## src/rtl/parking_gate_arbiter.sv

```systemverilog
// parking_gate_arbiter
//   Shares one barrier gate between the entrance and exit lanes. Arbitrates
//   lane requests round-robin, sequences the password check for entries,
//   times the gate opening and keeps the occupancy count.
// Ports
//   clk, reset_n           system clock (rising edge), async active-low reset
//   entry_req, exit_req    level requests from the lane sensors
//   pass_valid, pass_ok    password verdict pulse and its result
//   pass_start             pulse: checker captures the entered password
//   gate_open              barrier raised
//   grant_entry/grant_exit lane currently owning the gate
//   deny                   pulse: wrong password or verdict timeout
//   occupancy, full, busy  car count, count==CAPACITY, FSM not idle
// Every output is a flop; the values loaded are derived from the next state
// so outputs always line up with the state register.
module parking_gate_arbiter #(
    parameter int CAPACITY    = 8,
    parameter int CNT_W       = 4,
    parameter int OPEN_CYCLES = 16,
    parameter int PW_TIMEOUT  = 32
) (
    input  logic             clk,
    input  logic             reset_n,
    input  logic             entry_req,
    input  logic             exit_req,
    input  logic             pass_valid,
    input  logic             pass_ok,
    output logic             pass_start,
    output logic             gate_open,
    output logic             grant_entry,
    output logic             grant_exit,
    output logic             deny,
    output logic [CNT_W-1:0] occupancy,
    output logic             full,
    output logic             busy
);
    localparam int TMAX = (OPEN_CYCLES > PW_TIMEOUT) ? OPEN_CYCLES : PW_TIMEOUT;
    localparam int TW   = $clog2(TMAX + 1);

    typedef enum logic [2:0] {
        IDLE, WAIT_PASS, OPEN_ENTRY, OPEN_EXIT, CLEAR
    } state_t;

    state_t            state, state_nxt;
    logic [TW-1:0]     timer;
    logic              last_exit, last_exit_nxt;   // 1: exit lane served last
    logic [CNT_W-1:0]  occ_nxt;
    logic              deny_nxt, pass_start_nxt;
    logic              entry_ok, exit_ok;

    assign entry_ok = entry_req && !full;
    assign exit_ok  = exit_req && (occupancy != '0);

    always_comb begin
        state_nxt      = state;
        last_exit_nxt  = last_exit;
        occ_nxt        = occupancy;
        deny_nxt       = 1'b0;
        pass_start_nxt = 1'b0;
        case (state)
            IDLE: begin
                // With both lanes eligible, serve the one not served last.
                if (entry_ok && (!exit_ok || last_exit)) begin
                    state_nxt      = WAIT_PASS;
                    last_exit_nxt  = 1'b0;
                    pass_start_nxt = 1'b1;
                end else if (exit_ok) begin
                    state_nxt     = OPEN_EXIT;
                    last_exit_nxt = 1'b1;
                end
            end
            WAIT_PASS: begin
                // A verdict in the same cycle as the car leaving still counts.
                if (pass_valid && pass_ok) begin
                    state_nxt = OPEN_ENTRY;
                end else if (pass_valid || timer == TW'(PW_TIMEOUT - 1)) begin
                    state_nxt = CLEAR;
                    deny_nxt  = 1'b1;
                end else if (!entry_req) begin
                    state_nxt = IDLE;
                end
            end
            OPEN_ENTRY: begin
                if (timer == TW'(OPEN_CYCLES - 1)) begin
                    state_nxt = CLEAR;
                    if (occupancy != CNT_W'(CAPACITY)) occ_nxt = occupancy + CNT_W'(1);
                end
            end
            OPEN_EXIT: begin
                if (timer == TW'(OPEN_CYCLES - 1)) begin
                    state_nxt = CLEAR;
                    if (occupancy != '0) occ_nxt = occupancy - CNT_W'(1);
                end
            end
            CLEAR: begin
                // Hold until the served car has left its sensor.
                if (last_exit ? !exit_req : !entry_req) state_nxt = IDLE;
            end
            default: state_nxt = IDLE;
        endcase
    end

    always_ff @(posedge clk or negedge reset_n) begin
        if (!reset_n) begin
            state       <= IDLE;
            timer       <= '0;
            last_exit   <= 1'b1;
            occupancy   <= '0;
            full        <= 1'b0;
            busy        <= 1'b0;
            gate_open   <= 1'b0;
            grant_entry <= 1'b0;
            grant_exit  <= 1'b0;
            deny        <= 1'b0;
            pass_start  <= 1'b0;
        end else begin
            state     <= state_nxt;
            last_exit <= last_exit_nxt;
            occupancy <= occ_nxt;
            // Timer restarts on every state change and parks at all-ones.
            if (state_nxt != state)  timer <= '0;
            else if (timer != '1)    timer <= timer + TW'(1);
            full        <= (occ_nxt == CNT_W'(CAPACITY));
            busy        <= (state_nxt != IDLE);
            gate_open   <= (state_nxt == OPEN_ENTRY) || (state_nxt == OPEN_EXIT);
            grant_entry <= (state_nxt == WAIT_PASS) || (state_nxt == OPEN_ENTRY);
            grant_exit  <= (state_nxt == OPEN_EXIT);
            deny        <= deny_nxt;
            pass_start  <= pass_start_nxt;
        end
    end
endmodule

```

## config.mk

```make
export PLATFORM = sky130hd
export DESIGN_NAME = parking_gate_arbiter
export DESIGN_NICKNAME = d
export VERILOG_FILES = /design/src/rtl/parking_gate_arbiter.sv
export SDC_FILE = /design/constraint.sdc
export NUM_CORES = 1
export LEC_CHECK = 0
export CORE_MARGIN = 2
export CORE_UTILIZATION = 42
export CTS_CLUSTER_SIZE = 20
export DETAILED_ROUTE_END_ITERATION = 10
export GPL_TIMING_DRIVEN = 0
export PLACE_DENSITY_LB_ADDON = 0.15
export SLEW_MARGIN = 20
export SYNTH_ARGS = -nofsm -noshare
export SYNTH_HDL_FRONTEND = slang
export SYNTH_SLANG_ARGS = --single-unit
```

## constraint.sdc

```tcl
create_clock -name clk -period 5.1 [get_ports clk]
set_input_delay 0.765 -clock clk [delete_from_list [all_inputs] [get_ports clk]]
set_output_delay 0.765 -clock clk [all_outputs]
set_load 0.03 [all_outputs]
```

==> reports/qor.txt <==
OUTCOME
-------------------------------------------------------------------------------------
Status                                                                   complete, no violations

YOSYS
-------------------------------------------------------------------------------------
Ranking of synthesized cells by area                                     dfrtp_1, xnor2_1, nor2_1
Share of flip-flops with an asynchronous set or reset after synthesis            1.00
Number of synthesized register bits                                                21
Netlist area before placement                                                1210 µm²
Number of standard cells after synthesis                                          129
Post-Syn Area per Cell                                                       9.38 µm²
Synth Net Count                                                                   138
Syn. warnings                                                                       0
Cell type contributing the most total cell area after synthesis               dfrtp_1
Count of flip-flops with a built-in enable after synthesis                          0
Cell variety after synth                                                           40
Area share of the largest cell type after synthesis                             0.414
Predominant post-synthesis flop cell                                          dfrtp_1
Part of the Yosys area used for sequential elements                             0.435

TIMING
-------------------------------------------------------------------------------------
Least setup slack across all paths after layout                               2780 ps
Worst clock skew                                                              4.24 ps
Headroom to the max-slew limit                                                  0.394
Number of failing hold endpoints at the final stage                                 0
Period Utilization, post-route                                                  0.455
Number of max-slew violations in the final report                                   0
Unrepaired setup endpoints after global routing                                 false
Min Clock Period, post-route                                                  2320 ps
Transition at the pin with the smallest max-transition slack                   906 ps
Achievable clock frequency                                                    431 MHz
Final setup violating endpoints                                                     0
Final sum of negative setup slack                                                0 ps

POWER AND IR DROP
-------------------------------------------------------------------------------------
Areal power density over the cells                                         475 nW/µm²
Cell leakage power                                                        0.000620 µW
Combinational group share of total power                                        0.503
Net switching power                                                            289 µW
Sequential fraction of design power                                             0.373
Peak supply drop                                                             0.326 mV
Cell-internal power                                                            394 µW
Switching share of power                                                        0.423
Portion of total power attributed to the clock network                          0.123

FINISH
-------------------------------------------------------------------------------------
Filler cell count in the final layout                                             275
Layout Nets                                                                       159
Filler-free cell count of the finished design                                     180
Ratio of cells with drive above 1 in the final layout                          0.0805
Antenna Cells                                                                       0
Area added between synthesis and finish                                         18.9%

DRT
-------------------------------------------------------------------------------------
Remaining number of nets flagged by the antenna check after routing                 0
Number of design rule violations left after detail routing                          0
Vias per cell                                                                    5.61
Vias after detailed routing                                                      1009
DRC marker count from the first detailed-route iteration                           14
Post-DR wirelength/cell                                                       14.4 µm
Length of the first detailed-routing pass in iterations                             4
Total routed wirelength                                                       2590 µm

CLOCK TREE
-------------------------------------------------------------------------------------
Insertion delay to the later sink of the worst-skew pair                       310 ps
Root cell of the clock tree                                                  clkbuf_4
Setup fix buffers added after clock tree synthesis                                  0
H-tree depth                                                                        1
Maximum buffer depth of the clock tree                                              2
Number of buffers inserted for hold repair after clock tree synthesis               0
CTS tree                                                                         done
Number of clock sinks                                                              21
TritonCTS Buffers                                                                   3
Clock-pin slew of the registers on the worst-case setup and hold paths         120 ps
Gates resized, CTS repair                                                           0

CRITICAL PATH
-------------------------------------------------------------------------------------
Cell-by-cell trace of the critical path                                  clkdlybuf4s50_1
Critical path start-end classification                                     reg -> out
Startpoint class of the critical path                                        register
Sum of buffers and inverters on the critical path                                   1
Worst-path fanout max                                                               9
Kind of cell adding the most delay to the critical path                  buffers and inverters
Data arrival at the endpoint of the critical path                             1550 ps
Worst path slowest cell                                                  clkdlybuf4s50_1
Max stage delay on crit path                                                   720 ps
Critical path endpoint category                                            output pin
Required time worst endpoint                                                  4340 ps

PLACEMENT
-------------------------------------------------------------------------------------
Gpl congestion                                                                  0.819
Placement Setup Slack                                                         2610 ps
Detailed Place HPWL                                                           1920 µm
Quantity of I/O buffers inserted on ports                                          16
Placed insts                                                                      176

FLOORPLAN
-------------------------------------------------------------------------------------
IO Pins                                                                            17
Height of the chip                                                            57.7 µm
Die Area                                                                     3330 µm²
Core Rows                                                                          19
Die span in x                                                                 57.7 µm
Placeable core region                                                        2760 µm²
Initial Utilization                                                             0.439

FLOW RUN
-------------------------------------------------------------------------------------
MaxCap Viol Count                                                                   0

HOLD PATH
-------------------------------------------------------------------------------------
Tightest Hold Check Type                                                   reg -> reg

GRT
-------------------------------------------------------------------------------------
Gr ovfl total                                                                       0
Global-route wire length before repair                                        4400 µm
Via count of the first global-routing pass                                        942
Number of antenna violations at the first check in global routing                   0
Maximum number of pins on one net before global-route repair                       22
Total routing usage reported by global routing                                  0.174

flip-flops by register name (all words and copies together) (netlist names):
signal,flops
timer,6
occupancy,4
state,3
busy,1
deny,1
full,1
gate_open,1
grant_entry,1
grant_exit,1
last_exit,1
pass_start,1
power by group through the flow:
stage | Clock (µW) | Sequential [µW] | Combinational, µW
global placement | 0 | 256 | 341
detailed placement | 0 | 258 | 346
floorplan | 0 | 296 | 199
CTS | 90.2 | 255 | 347
finish | 84.3 | 255 | 344
global route | 96.3 | 261 | 379
through the flow:
step / utilization / total power [µW] / area [µm²] / hold WS, ps
after detailed placement: 0.511 / 603 / 1410 / 547
after CTS: 0.522 / 693 / 1440 / 576
after floorplan: - / 495 / 1210 / 469
final: 0.522 / 684 / 1440 / 571
after global placement: 0.511 / 597 / 1410 / 532
after global routing: 0.522 / 736 / 1440 / 587
placed cells by master, fill, tap and decap left out, types with 2 or more instances in the layout:
cell type / n
nor3b_1: 2
or4b_1: 2
and3_1: 3
a211oi_1: 2
a41oi_1: 2
nand2b_1: 3
o21a_1: 2
and2_1: 2
nor2_1: 13
xnor2_1: 6
buf_2: 2
clkdlybuf4s50_1: 16
nor2b_1: 4
mux2i_1: 2
a31oi_1: 3
a22oi_1: 2
clkbuf_4: 3
inv_1: 8
nor4b_1: 3
dfrtp_1: 20
a21oi_1: 6
nand2_1: 8
nand3_1: 6
nand3b_1: 3
nor3_1: 6
ha_1: 3
path summary, 6_finish.rpt:
path                              start  cells past startpoint      endpoint  slack, ps
max                        occupancy[2]                      1  occupancy[2]       2780
min                            timer[1]                      2      timer[1]        570
max reg2reg                occupancy[0]                      7      timer[4]       2890
min reg2reg                    timer[1]                      2      timer[1]        570
max in group asynchronous       reset_n                      1          full       3600
min in group asynchronous       reset_n                      1      timer[2]        950
routing by layer:
layer	up-vias	GRT usage	wire [µm]
li1	505	-	-
met2	20	0.278	1230
met3	2	0.0491	105
met1	482	0.233	1230
met5	-	0	0
met4	0	0.0498	19
cells in the mapped netlist, types with 3 or more instances:
cell type / instances
and3_1: 3
nand2b_1: 3
dfrtp_1: 20
a21oi_1: 6
nor2b_1: 4
xnor2_1: 6
inv_1: 8
nand3_1: 6
a31oi_1: 3
nor2_1: 13
nand2_1: 8
ha_1: 3
nand3b_1: 3
nor4b_1: 3
nor3_1: 6
final cells by class:
| class | count | area, µm² | area share |
|---|---|---|---|
| sequential | 21 | 527 | 0.366 |
| clock buffer | 3 | 22.5 | 0.0157 |
| tap | 31 | 38.8 | 0.0270 |
| inverter | 8 | 30.0 | 0.0209 |
| clock inverter | 1 | 7.51 | 0.00522 |
| buffer | 4 | 18.8 | 0.0130 |
| timing repair buffer | 16 | 160 | 0.111 |
| multi-input combinational | 96 | 634 | 0.441 |
cells by family after synthesis:
group / after synthesis / synth area share
buffers and inverters: 12 / 0.0403
AOI/OAI and AO/OA: 25 / 0.152
muxes: 3 / 0.0259
xor gates and xnor gates: 6 / 0.0434
DFF: 21 / 0.435
and+or+nand+nor: 59 / 0.272
adders and majority gates: 3 / 0.0310
Note: power is estimated with default switching activity, not from simulation.
